### src/rtl/top_counter.sv
// top_counter: two registered counters gated by an emulated PLL lock.
// A lock counter raises an internal locked flag a fixed number of refclk
// edges after reset_pll is released; a prescaler then produces count ticks.
module top_counter #(
  parameter int unsigned WIDTH       = 4,
  parameter int unsigned LOCK_CYCLES = 2,
  parameter int unsigned CLK_DIV     = 1
) (
  input  logic             refclk,
  input  logic             reset_pll,
  input  logic             reset_count,
  input  logic             counter_direction,
  output logic [WIDTH-1:0] count_up,
  output logic [WIDTH-1:0] count_down
);

  localparam int unsigned LW = $clog2(LOCK_CYCLES + 1);
  localparam int unsigned PW = (CLK_DIV > 1) ? $clog2(CLK_DIV) : 1;

  localparam logic [LW-1:0] LOCK_LAST  = LW'(LOCK_CYCLES - 1);
  localparam logic [LW-1:0] LOCK_MAX   = LW'(LOCK_CYCLES);
  localparam logic [PW-1:0] PRESC_LAST = PW'(CLK_DIV - 1);

  logic [LW-1:0]    lock_cnt_q, lock_cnt_d;
  logic             locked_q, locked_d;
  logic [PW-1:0]    presc_q, presc_d;
  logic [WIDTH-1:0] up_q, up_d;
  logic [WIDTH-1:0] down_q, down_d;
  logic             run;
  logic             tick;

  // Next-state: reset priority, lock emulation, prescaler and counters
  always_comb begin
    lock_cnt_d = lock_cnt_q;
    locked_d   = locked_q;
    presc_d    = presc_q;
    up_d       = up_q;
    down_d     = down_q;
    run        = locked_q & ~reset_count;
    tick       = run & (presc_q == PRESC_LAST);

    if (reset_pll) begin
      lock_cnt_d = '0;
      locked_d   = 1'b0;
      presc_d    = '0;
      up_d       = '0;
      down_d     = '0;
      tick       = 1'b0;
    end else begin
      // The lock counter saturates at LOCK_CYCLES; locked rises on the
      // edge that takes it from LOCK_CYCLES-1 to LOCK_CYCLES.
      if (lock_cnt_q != LOCK_MAX) begin
        lock_cnt_d = lock_cnt_q + 1'b1;
      end
      if (lock_cnt_q == LOCK_LAST) begin
        locked_d = 1'b1;
      end

      if (reset_count) begin
        presc_d = '0;
        up_d    = '0;
        down_d  = '0;
      end else if (run) begin
        presc_d = tick ? '0 : presc_q + 1'b1;
        if (tick) begin
          up_d   = up_q + 1'b1;
          down_d = counter_direction ? down_q + 1'b1 : down_q - 1'b1;
        end
      end
    end
  end

  // State registers; all resets are synchronous and handled in next-state logic
  always_ff @(posedge refclk) begin
    lock_cnt_q <= lock_cnt_d;
    locked_q   <= locked_d;
    presc_q    <= presc_d;
    up_q       <= up_d;
    down_q     <= down_d;
  end

  assign count_up   = up_q;
  assign count_down = down_q;

endmodule

### config.mk
export PLATFORM = sky130hd
export DESIGN_NAME = top_counter
export DESIGN_NICKNAME = d
export VERILOG_FILES = /design/src/rtl/top_counter.sv
export SDC_FILE = /design/constraint.sdc
export NUM_CORES = 1
export LEC_CHECK = 0
export BUFFER_PORTS_ARGS = -buffer_cell sky130_fd_sc_hd__buf_2
export CORE_AREA = 4 4 41 43
export CTS_CLUSTER_SIZE = 20
export DETAILED_ROUTE_END_ITERATION = 8
export DIE_AREA = 0 0 45 47
export SLEW_MARGIN = 10
export SYNTH_ARGS = -nofsm -noshare
export SYNTH_HDL_FRONTEND = slang
export SYNTH_SLANG_ARGS = --single-unit
### constraint.sdc
create_clock -name refclk -period 3.9 [get_ports refclk]
set_clock_uncertainty 0.15 [all_clocks]
set_input_delay 0 -clock refclk [delete_from_list [all_inputs] [get_ports refclk]]
set_output_delay 0 -clock refclk [all_outputs]
set_load 0.03 [all_outputs]
-- After elaboration in Yosys (flattened, before gate mapping)
Index checks and enable logic that the tools add are counted.
- register bits: 12
- input port bits: 4
- output and inout bits: 8
- word-level logic and storage cells: 20
- $add $sub $neg: 5
- equality and inequality tests: 2
- mux-type cells: 2
- bitwise logic cells: 4
- reduce and logical (&&, ||, !) cells: 2
- operators by type and width (cell ; count):
    adder 4 x 1 -> 4 bit, second input constant ; 2
    two-way mux 4 bit ; 1
    subtractor 4 x 1 -> 4 bit, second input constant ; 1
    adder 2 x 1 -> 2 bit, second input constant ; 1
    bitwise AND 1 bit ; 2
    equality test 2 x 1 -> 1 bit, second input constant ; 1
    != test 2 bit, second input constant ; 1
    NOT 1 bit ; 2
    AND reduction 2 bit ; 1
    OR reduction 2 bit ; 1
    adder 1 bit, second input constant ; 1
    two-way mux 1 bit ; 1

-- Logic depth before layout (Yosys ltp)
- word-level depth: 4
- depth in mapped cells: 6
- depth with buffers taken out: 6

-- Worst setup path before layout
No wires, ideal clock.
- kind: reg-to-reg
- from: register down_q[2] (netlist: count_down[2])
- to: register down_q[3] (netlist: count_down[3])
- library setup time: 0.067 ns
- arrival: 1.438 ns
- data required time: 3.683 ns
- setup slack: 2.245 ns
- stages on the path, launching flop included: 6
- path buffers: 0
- period minus slack after synthesis: 1.655 ns
- cell sequence: dfxtp_1 > ha_1 > a21oi_1 > nand4_1 > a21o_1 > a21oi_2
- cells in the longest elaborated chain, start to end: 2
- elaborated cells between the ends (all ways): 3
- those cells by class: 2 x add/sub; 1 x mux
- RTL lines (item ; RTL line ; source):
    start: declaration ; 28 ; logic [WIDTH-1:0] down_q, down_d;
    start signal: assignment ; 79 ; down_q <= down_d;
    subtractor 4 x 1 -> 4 bit / adder 4 x 1 -> 4 bit (equally long branches) ; 67 ; down_d = counter_direction ? down_q + 1'b1 : down_q - 1'b1;
    two-way mux 4 bit (*) ; 67 ;
Every way passes the cells marked *; elsewhere a longest branch is shown, timed or not.
A chain may end at the register's enable or synchronous reset.

-- Worst setup path in the final report
- from: input reset_count
- to: register down_q[3] (netlist: count_down[3])
- cells in the longest elaborated chain, start to end: 4
- elaborated cells between the ends (all ways): 5
- those cells by class: 3 x bitwise; 2 x reduce/logical
- RTL lines (item ; RTL line ; source):
    start: declaration ; 11 ; input logic reset_count,
    NOT 1 bit ; 39 ; run = locked_q & ~reset_count;
    bitwise AND 1 bit ; 39 ;
    bitwise AND 1 bit ; 40 ; tick = run & (presc_q == PRESC_LAST);
    AND reduction 2 bit (no line) ; -- ;
Several ways; a longest one is shown, not always the timed one.

==> results.json <==
{
  "worst_slack_ns": 2.19,
  "wl_um": 877,
  "path_clk_slew_ns": 0.07,
  "die_y_um": 47,
  "p_sw_share_pct": 29.4,
  "area_growth_pct": 21.5,
  "dp_cells": 82,
  "p_sw_mw": 0.0980,
  "die-width_um": 45,
  "crit_chain": "dlygate4sd3_1 > buf_2 > nor3b_2 > nand4_1 > a21o_1 > a21oi_2",
  "slew_violations": 0,
  "max_freq_mhz": 585,
  "clock_latency_ns": 0.27,
  "postSynthNetCount": 68,
  "n_antenna_cell": 0,
  "die-area_um2": 2120,
  "path_buf_inv": 2,
  "cp_max_fo": 9,
  "worstMarginPinSlew_ns": 0.648,
  "std_cell_rows": 13,
  "holdCritPathClass": "input pin to register",
  "syn_avg_cell_area_um2": 9.73,
  "route.detailed.drc": 0,
  "crit_family": "simple AND/OR/NAND/NOR gates",
  "required_ns": 3.96,
  "wl_per_cell_um": 9.97,
  "cts_num_sinks": 12,
  "setup_viol": 0,
  "finalNetCount": 84,
  "synth_area_leader_cell": "dfxtp_1",
  "p_clk_share_pct": 28.7,
  "io_pins": 12,
  "antenna_found_initial": 0,
  "maxSlewHeadroom_pct": 56.6,
  "worst-path-stages": 6,
  "cts_resized": 0,
  "fin_crit_ns": 1.71,
  "firstDrtPassIters": 2,
  "ys_warn_count": 0,
  "cts_tree": "done",
  "min_from": "counter_direction",
  "core_area_um2": 1300,
  "routed_via_density": 4.78,
  "synth-seq-cells": 12,
  "hold_slack_ns": 0.0745,
  "gp_congestion": 0.699,
  "ys_types": 22,
  "cts_inserted_buffers": 3,
  "rr_startpoint": "locked_q",
  "drtIter0Drc": 3,
  "place_ws_ns": 2.20,
  "stdcell_count": 88,
  "hold_viol": 0,
  "min_period_over_period_pct": 43.8,
  "synth.area.top_cells": "dfxtp_1, ha_1, nor2_1",
  "grt_max_degree": 10,
  "crit_path_max_incr_delay_ns": 0.54,
  "synth_top_cell_area_share_pct": 42.6,
  "p_int_mw": 0.235,
  "grt_overflow": 0,
  "clockBufferDepth": 2,
  "slowest_stage": "nor3b_2",
  "setup_tns_ns": 0,
  "startpoint_type": "input pin",
  "drive_gt1_share_pct": 24.7,
  "worstPathArrival_ns": 1.77,
  "cts_htree_levels": 1,
  "grtUsageTotal_pct": 9.94,
  "synth_commonest_cells": "dfxtp_1, nor2_1, ha_1",
  "async_flop_share_pct": 0,
  "rr_worst_depth": 4,
  "grt_pass1_wl_um": 1510,
  "p_total_mw": 0.333,
  "antenna_left": 0,
  "comb_power_share_pct": 25.1,
  "status": "finished clean",
  "cellPowerDensity_nw_per_um2": 486,
  "cp-end-kind": "register",
  "leakagePower_nw": 0.305,
  "crit_start": "reset_count",
  "rsz0062_at_grt": "false",
  "critPathKind": "input pin to register",
  "synth_edf_count": 0,
  "portBuffers": 11,
  "first_global_vias": 374,
  "yosysSeqAreaShare_pct": 42.6,
  "peakVddDrop_mv": 0.323,
  "syn_inst": 58,
  "vias": 421,
  "initial_core_util_pct": 43.4,
  "whs_path_depth": 5,
  "synthFlopType": "dfxtp_1",
  "seqPwrFrac_pct": 46.2,
  "cts_root_buf": "clkbuf_4",
  "drv_cap": 0,
  "syn-cell-area_um2": 564
}
-- timing repair --
action                    4_1_cts  5_1_grt
hold buffers                    2        0
hold endpoints to repair        4        0
buffers inserted                0        0
-- registers in the layout, summed over array words and instances (netlist names) --
name and cells:
count_up 4, lock_cnt_q 2, count_down 4, presc_q 1
locked_q 1
-- worst min-delay path, stage by stage --
cell and delay [ns]:
buf_2 0.07, inv_1 0.09, nand4_1 0.11, a21o_1 0.13, a21oi_2 0.05
-- layer usage --
layer	track usage [%]	part of all wire, %	vias to the layer above
li1	-	-	222
met1	13.4	49	185
met2	13.6	41	12
met3	6.13	8.6	2
met4	1.75	0.80	0
met5	0	0	-
-- layout make-up --
cell class,count,area [um^2]
sequential,12,240
fill,140,616
inverter,3,11.3
clock buffer,4,36.3
tap,15,18.8
multi-input combinational,41,304
timing repair buffer,13,75.1
-- layout by cell type (no fill, tap or decap), types with 3 or more instances in the layout --
cell type | synthesis | routed
nor2_1 | 12 | 12
dfxtp_1 | 12 | 12
buf_2 | 1 | 11
ha_1 | 5 | 5
inv_1 | 3 | 3
xnor2_1 | 3 | 3
xor2_1 | 3 | 3
clkbuf_4 | 0 | 3
-- through the flow --
stage / cell area (um^2) / utilization [%]
after floorplan: 564 / -
after detailed placement: 629 / 48.4
final: 686 / 52.7
after global placement: 629 / 48.4
after global routing: 686 / 52.7
after CTS: 686 / 52.7
-- power groups by stage --
stage	registers (mW)	logic [mW]	clock network, mW
3_3_place_gp	0.156	0.0814	0
2_1_floorplan	0.160	0.0643	0
3_5_place_dp	0.156	0.0831	0
6_report	0.154	0.0836	0.0957
4_1_cts	0.154	0.0854	0.100
5_1_grt	0.157	0.0944	0.106
-- logic make-up after synthesis --
| group | after synthesis | synth area share [%] |
|---|---|---|
| adders and majority gates | 6 | 14.6 |
| buffers and inverters | 5 | 3.55 |
| xor gates and xnor gates | 6 | 9.31 |
| DFF | 12 | 42.6 |
| and+or+nand+nor | 21 | 18.8 |
| muxes | 2 | 3.55 |
| AOI/OAI and AO/OA | 6 | 7.54 |
-- worst paths after layout --
check,endpoint,slack (ns)
worst min register to register,presc_q,0.31
worst max-delay path,count_down[3],2.19
worst max register to register,count_down[3],2.22
worst min-delay path,count_down[3],0.07
Note: power is estimated with default switching activity, not from simulation.
